$ cat src/rtl/keypad_scanner.sv
// 4x4 active-low matrix keypad scanner with press/release debounce.
// Presents one decoded key at a time on key_valid/key_code.
module keypad_scanner #(
  parameter int unsigned SCAN_DIV        = 125000,
  parameter int unsigned DEBOUNCE_CYCLES = 2500000
) (
  input  logic       clk,
  input  logic       rst,
  input  logic [3:0] row_in,
  output logic [3:0] col_out,
  output logic       key_valid,
  output logic [3:0] key_code
);

  localparam int unsigned SW = (SCAN_DIV > 1) ? $clog2(SCAN_DIV) : 1;
  localparam int unsigned DW = (DEBOUNCE_CYCLES > 1) ? $clog2(DEBOUNCE_CYCLES) : 1;
  localparam logic [SW-1:0] SLOT_LAST = SW'(SCAN_DIV - 1);
  localparam logic [SW-1:0] SLOT_ONE  = SW'(1);
  localparam logic [DW-1:0] DEB_LAST  = DW'(DEBOUNCE_CYCLES - 1);
  localparam logic [DW-1:0] DEB_ONE   = DW'(1);

  typedef enum logic [1:0] {
    ST_SCAN,
    ST_DEBOUNCE,
    ST_PRESSED,
    ST_RELEASE
  } state_t;

  state_t        state_q;
  logic [3:0]    row_m_q;
  logic [3:0]    row_s_q;
  logic [SW-1:0] slot_q;
  logic [DW-1:0] deb_q;
  logic [1:0]    col_idx_q;
  logic [3:0]    col_q;
  logic [3:0]    pat_q;
  logic [3:0]    code_lat_q;
  logic          key_valid_q;
  logic [3:0]    key_code_q;

  logic          one_low;
  logic [1:0]    row_idx;
  logic [3:0]    dec_code;

  always_ff @(posedge clk or posedge rst) begin
    if (rst) begin
      row_m_q <= '1;
      row_s_q <= '1;
    end else begin
      row_m_q <= row_in;
      row_s_q <= row_m_q;
    end
  end

  always_comb begin
    one_low = 1'b1;
    row_idx = 2'd0;
    case (row_s_q)
      4'b1110: row_idx = 2'd0;
      4'b1101: row_idx = 2'd1;
      4'b1011: row_idx = 2'd2;
      4'b0111: row_idx = 2'd3;
      default: one_low = 1'b0;
    endcase
  end

  always_comb begin
    dec_code = 4'h0;
    case ({row_idx, col_idx_q})
      4'b00_00: dec_code = 4'h1;
      4'b00_01: dec_code = 4'h2;
      4'b00_10: dec_code = 4'h3;
      4'b00_11: dec_code = 4'hC;
      4'b01_00: dec_code = 4'h4;
      4'b01_01: dec_code = 4'h5;
      4'b01_10: dec_code = 4'h6;
      4'b01_11: dec_code = 4'hD;
      4'b10_00: dec_code = 4'h7;
      4'b10_01: dec_code = 4'h8;
      4'b10_10: dec_code = 4'h9;
      4'b10_11: dec_code = 4'hE;
      4'b11_00: dec_code = 4'hA;
      4'b11_01: dec_code = 4'h0;
      4'b11_10: dec_code = 4'hB;
      default:  dec_code = 4'hF;
    endcase
  end

  always_ff @(posedge clk or posedge rst) begin
    if (rst) begin
      state_q     <= ST_SCAN;
      slot_q      <= '0;
      deb_q       <= '0;
      col_idx_q   <= 2'd0;
      col_q       <= 4'b1110;
      pat_q       <= '1;
      code_lat_q  <= '0;
      key_valid_q <= 1'b0;
      key_code_q  <= '0;
    end else begin
      case (state_q)
        ST_SCAN: begin
          if (slot_q == SLOT_LAST) begin
            slot_q <= '0;
            if (one_low) begin
              pat_q      <= row_s_q;
              code_lat_q <= dec_code;
              deb_q      <= '0;
              state_q    <= ST_DEBOUNCE;
            end else begin
              col_q     <= {col_q[2:0], col_q[3]};
              col_idx_q <= col_idx_q + 2'd1;
            end
          end else begin
            slot_q <= slot_q + SLOT_ONE;
          end
        end
        ST_DEBOUNCE: begin
          if (row_s_q == pat_q) begin
            if (deb_q == DEB_LAST) begin
              state_q     <= ST_PRESSED;
              key_valid_q <= 1'b1;
              key_code_q  <= code_lat_q;
            end else begin
              deb_q <= deb_q + DEB_ONE;
            end
          end else begin
            state_q   <= ST_SCAN;
            slot_q    <= '0;
            col_q     <= {col_q[2:0], col_q[3]};
            col_idx_q <= col_idx_q + 2'd1;
          end
        end
        ST_PRESSED: begin
          if (row_s_q == 4'b1111) begin
            state_q <= ST_RELEASE;
            deb_q   <= '0;
          end
        end
        ST_RELEASE: begin
          if (row_s_q == 4'b1111) begin
            if (deb_q == DEB_LAST) begin
              state_q     <= ST_SCAN;
              key_valid_q <= 1'b0;
              slot_q      <= '0;
              col_q       <= {col_q[2:0], col_q[3]};
              col_idx_q   <= col_idx_q + 2'd1;
            end else begin
              deb_q <= deb_q + DEB_ONE;
            end
          end else begin
            // Bounce during release: back to held, key_valid untouched.
            state_q <= ST_PRESSED;
          end
        end
        default: state_q <= ST_SCAN;
      endcase
    end
  end

  assign col_out   = col_q;
  assign key_valid = key_valid_q;
  assign key_code  = key_code_q;

endmodule

$ cat config.mk
export PLATFORM = sky130hd
export DESIGN_NAME = keypad_scanner
export DESIGN_NICKNAME = d
export VERILOG_FILES = /design/src/rtl/keypad_scanner.sv
export SDC_FILE = /design/constraint.sdc
export NUM_CORES = 1
export LEC_CHECK = 0
export BUFFER_PORTS_ARGS = -buffer_cell sky130_fd_sc_hd__buf_2
export CORE_MARGIN = 2
export CORE_UTILIZATION = 50
export DETAILED_ROUTE_END_ITERATION = 6
export PLACE_DENSITY = 0.64
export SYNTH_ARGS = -nofsm -noshare
export SYNTH_HDL_FRONTEND = slang
export SYNTH_SLANG_ARGS = --single-unit
$ cat constraint.sdc
create_clock -name clk -period 3.45 [get_ports clk]
set_clock_uncertainty 0.2 [all_clocks]
set_input_delay 0.69 -clock clk [delete_from_list [all_inputs] [get_ports clk]]
set_output_delay 0.69 -clock clk [all_outputs]
set_load 0.005 [all_outputs]
==> flow_summary.json <==
{
  "dieArea_sq_um": 8070,
  "die_h_um": 89.8,
  "synth.distinct_cells": 56,
  "min_period_ps": 2770,
  "fmax_mhz": 361,
  "synthMuxAreaShare_pct": 7.50,
  "crit_family": "compound AO/OA/AOI/OAI gates",
  "critical_path.max_fanout": 22,
  "worst_slew_pin_slew_ps": 875,
  "grt_pass1_vias": 2768,
  "synth_compound_area_share_pct": 14.0,
  "internal_power_uw": 1320,
  "timing.final.crit_share_pct": 80.3,
  "detail_route.wl_per_cell_um": 15.6,
  "maxSlewViolCount": 0,
  "r2r_start": "slot_q[8]",
  "grt_max_degree": 28,
  "cts_made_buffers": 9,
  "final_antenna_net_count": 0,
  "synth_warnings": 0,
  "power.sequential.fraction_pct": 48.3,
  "combPwrFrac_pct": 2.3,
  "post-place-cells": 478,
  "rsz0062_at_grt": "false",
  "cts_tree": "done",
  "hpwl_um": 5400,
  "drt-vias-per-instance": 5.77,
  "r2r_setup_slack_ps": 680,
  "die_w_um": 89.8,
  "drc": 0,
  "cts_hold_buf": 0,
  "port_buffers": 14,
  "rr_endpoint": "deb_q[4]",
  "synth-main-ff-cell": "dfrtp_1",
  "clkSinkCount": 68,
  "final_cells": 494,
  "synth_simple_gate_area_share_pct": 23.6,
  "setup_viol": 0,
  "clk_pin_slew_ps": 80,
  "start_util_pct": 51.4,
  "clk_latency_ps": 350,
  "io_pins": 15,
  "antenna_found_initial": 0,
  "switchingPower_uw": 363,
  "clk_root_buffer_cell": "clkbuf_8",
  "rows": 31,
  "final_common_cell": "dfrtp_1",
  "core_area_sq_um": 7180,
  "synth_fp_nets": 390,
  "leakagePower_uw": 0.00174,
  "vdd_ir_drop_max_uv": 200,
  "power_density_nw_per_um2": 412,
  "synth_top_family_by_area": "simple AND/OR/NAND/NOR gates",
  "maxCapViolations": 0,
  "cp_num_buf_inv": 1,
  "crit_arrival_ps": 2820,
  "cts_max_level": 3,
  "switching_share_pct": 21.6,
  "cts_setup_buffers": 0,
  "netlist_instances": 378,
  "drtIter0Drc": 152,
  "grt_overflow": 0,
  "gp_congestion": 0.836,
  "nFillCells": 644,
  "startpoint_type": "flip-flop",
  "drive_above_1_share_pct": 19.5,
  "drt_first_pass_iters": 5,
  "cp_slowest_stage_delay_ps": 530,
  "layout_common_cells": "dfrtp_1 (53), o21ai_0 (41), nand2_1 (34)",
  "synth_xor_area_share_pct": 2.61,
  "synth_edf_count": 0,
  "antenna_cells": 0,
  "synth_seq_cells": 68,
  "power_frac_clock_pct": 49.5,
  "grt_usage_pct": 20.2,
  "reg2regPathDepth": 6,
  "area_growth_pct": 10.8,
  "num_vias": 2849,
  "status": "complete, no violations",
  "cts.path.max_buffers": 2,
  "power.total_uw": 1680,
  "cp_data_required_time_ps": 3490,
  "seq_area_frac_synth_pct": 46.7,
  "cp-end-kind": "flip-flop",
  "max-slew-margin-rel_pct": 41.5,
  "tns_ps": 0,
  "grt_pass1_wl_um": 13200,
  "syn_area_per_cell_sq_um": 9.75,
  "synth_adder_area_share_pct": 2.04,
  "async_reset_ff_share_pct": 100,
  "cts_resized": 0,
  "finalHoldViolations": 0,
  "min_path_type": "input pin to async pin",
  "wirelength_um": 7730,
  "syn_area_sq_um": 3680,
  "layout.nets": 402,
  "slowest_stage": "nor4b_1",
  "criticalPathCategory": "flip-flop to flip-flop",
  "critical_path.cell_chain": "nor4b_1, a41oi_1, a211oi_1, a2bb2oi_1, buf_4, a221o_1"
}
-- final cells by class --
class,count,area (sq um),share of cell area (%)
multi-input cells,281,1830,44.9
flip-flops and latches,68,1720,42.1
clock buffers,11,174,4.26
well taps,99,124,3.03
repair buffers,18,100,2.45
clock inverters,5,86.3,2.11
inverters,12,45.0,1.10
-- how the worst max path moves through the flow --
stage	to	start	slack, ps	cells past startpoint
floorplan	code_lat_q[0]	rst	870	1
global placement	deb_q[4]	slot_q[8]	730	6
detailed placement	deb_q[4]	slot_q[8]	740	6
CTS	deb_q[4]	slot_q[8]	720	6
global route	slot_q[13]	row_s_q[1]	450	6
finish	deb_q[4]	slot_q[8]	680	6
-- registers in the layout (all words and copies together), names as in the netlist, 4 cells and up --
name and flops:
slot_q 17, deb_q 22, row_m_q 4, col_out 4, code_lat_q 4, pat_q 4
key_code 4, row_s_q 4
-- per-stage QoR --
| stage | util, % | hold slack, ps | setup WS [ps] | area [sq um] |
|---|---|---|---|---|
| final | 56.9 | 119 | 678 | 4080 |
| after global placement | 53.3 | 147 | 730 | 3820 |
| after floorplan | - | 145 | 873 | 3680 |
| after global routing | 56.9 | 157 | 445 | 4080 |
| after CTS | 56.9 | 119 | 724 | 4080 |
| after detailed placement | 53.3 | 148 | 736 | 3820 |
-- cells in the mapped netlist (5+ instances only) --
cell | instances | area (sq um)
a21oi_1 | 19 | 95.1
and2_1 | 8 | 50.1
and3_1 | 7 | 43.8
and4_1 | 5 | 43.8
buf_2 | 6 | 30.0
clkbuf_1 | 8 | 30.0
dfrtp_1 | 53 | 1330
dfstp_2 | 15 | 394
ha_1 | 6 | 75.1
inv_1 | 11 | 41.3
mux2_2 | 13 | 146
mux2i_1 | 7 | 70.1
nand2_1 | 34 | 128
nand3_1 | 17 | 85.1
nand4_1 | 11 | 68.8
nor2_1 | 28 | 105
nor3_1 | 10 | 50.1
o21ai_0 | 41 | 205
o31ai_1 | 6 | 45.0
or3_1 | 9 | 56.3
xor2_1 | 10 | 87.6
-- layer usage --
metal / part of all wire, % / vias up / wire length, um / track usage [%]
li1: - / 1402 / - / -
met1: 46 / 1391 / 3590 / 26.9
met2: 49 / 49 / 3770 / 32.6
met3: 3.4 / 7 / 260 / 2.85
met4: 1.3 / 0 / 101 / 10.1
met5: 0 / - / 0 / 0
-- power by group through the flow --
stage | Clock [uW] | Combinational [uW] | Sequential, uW
detailed placement | 0 | 39.6 | 826
floorplan | 0 | 28.8 | 823
global route | 887 | 44.2 | 812
CTS | 853 | 39.9 | 811
global placement | 0 | 38.4 | 826
finish | 831 | 38.1 | 811
-- kinds of logic (layout without fill, tap and decap cells) --
| kind of cell | Yosys count | in the layout |
|---|---|---|
| AO/OA/AOI/OAI | 87 | 87 |
| XOR/XNOR | 11 | 11 |
| adder cells (fa/ha/maj) | 6 | 6 |
| buffers and inverters | 29 | 46 |
| flip-flops | 68 | 68 |
| multiplexers | 24 | 24 |
| AND/OR/NAND/NOR | 153 | 153 |
-- worst reg2reg max path: cells and delay by family, from the launching register on --
kind | cells | cell delay, ps
buffers and inverters | 1 | 230
AO/OA/AOI/OAI | 4 | 1260
flip-flops | 1 | 440
AND/OR/NAND/NOR | 1 | 530
(Power assumes the default switching activity.)
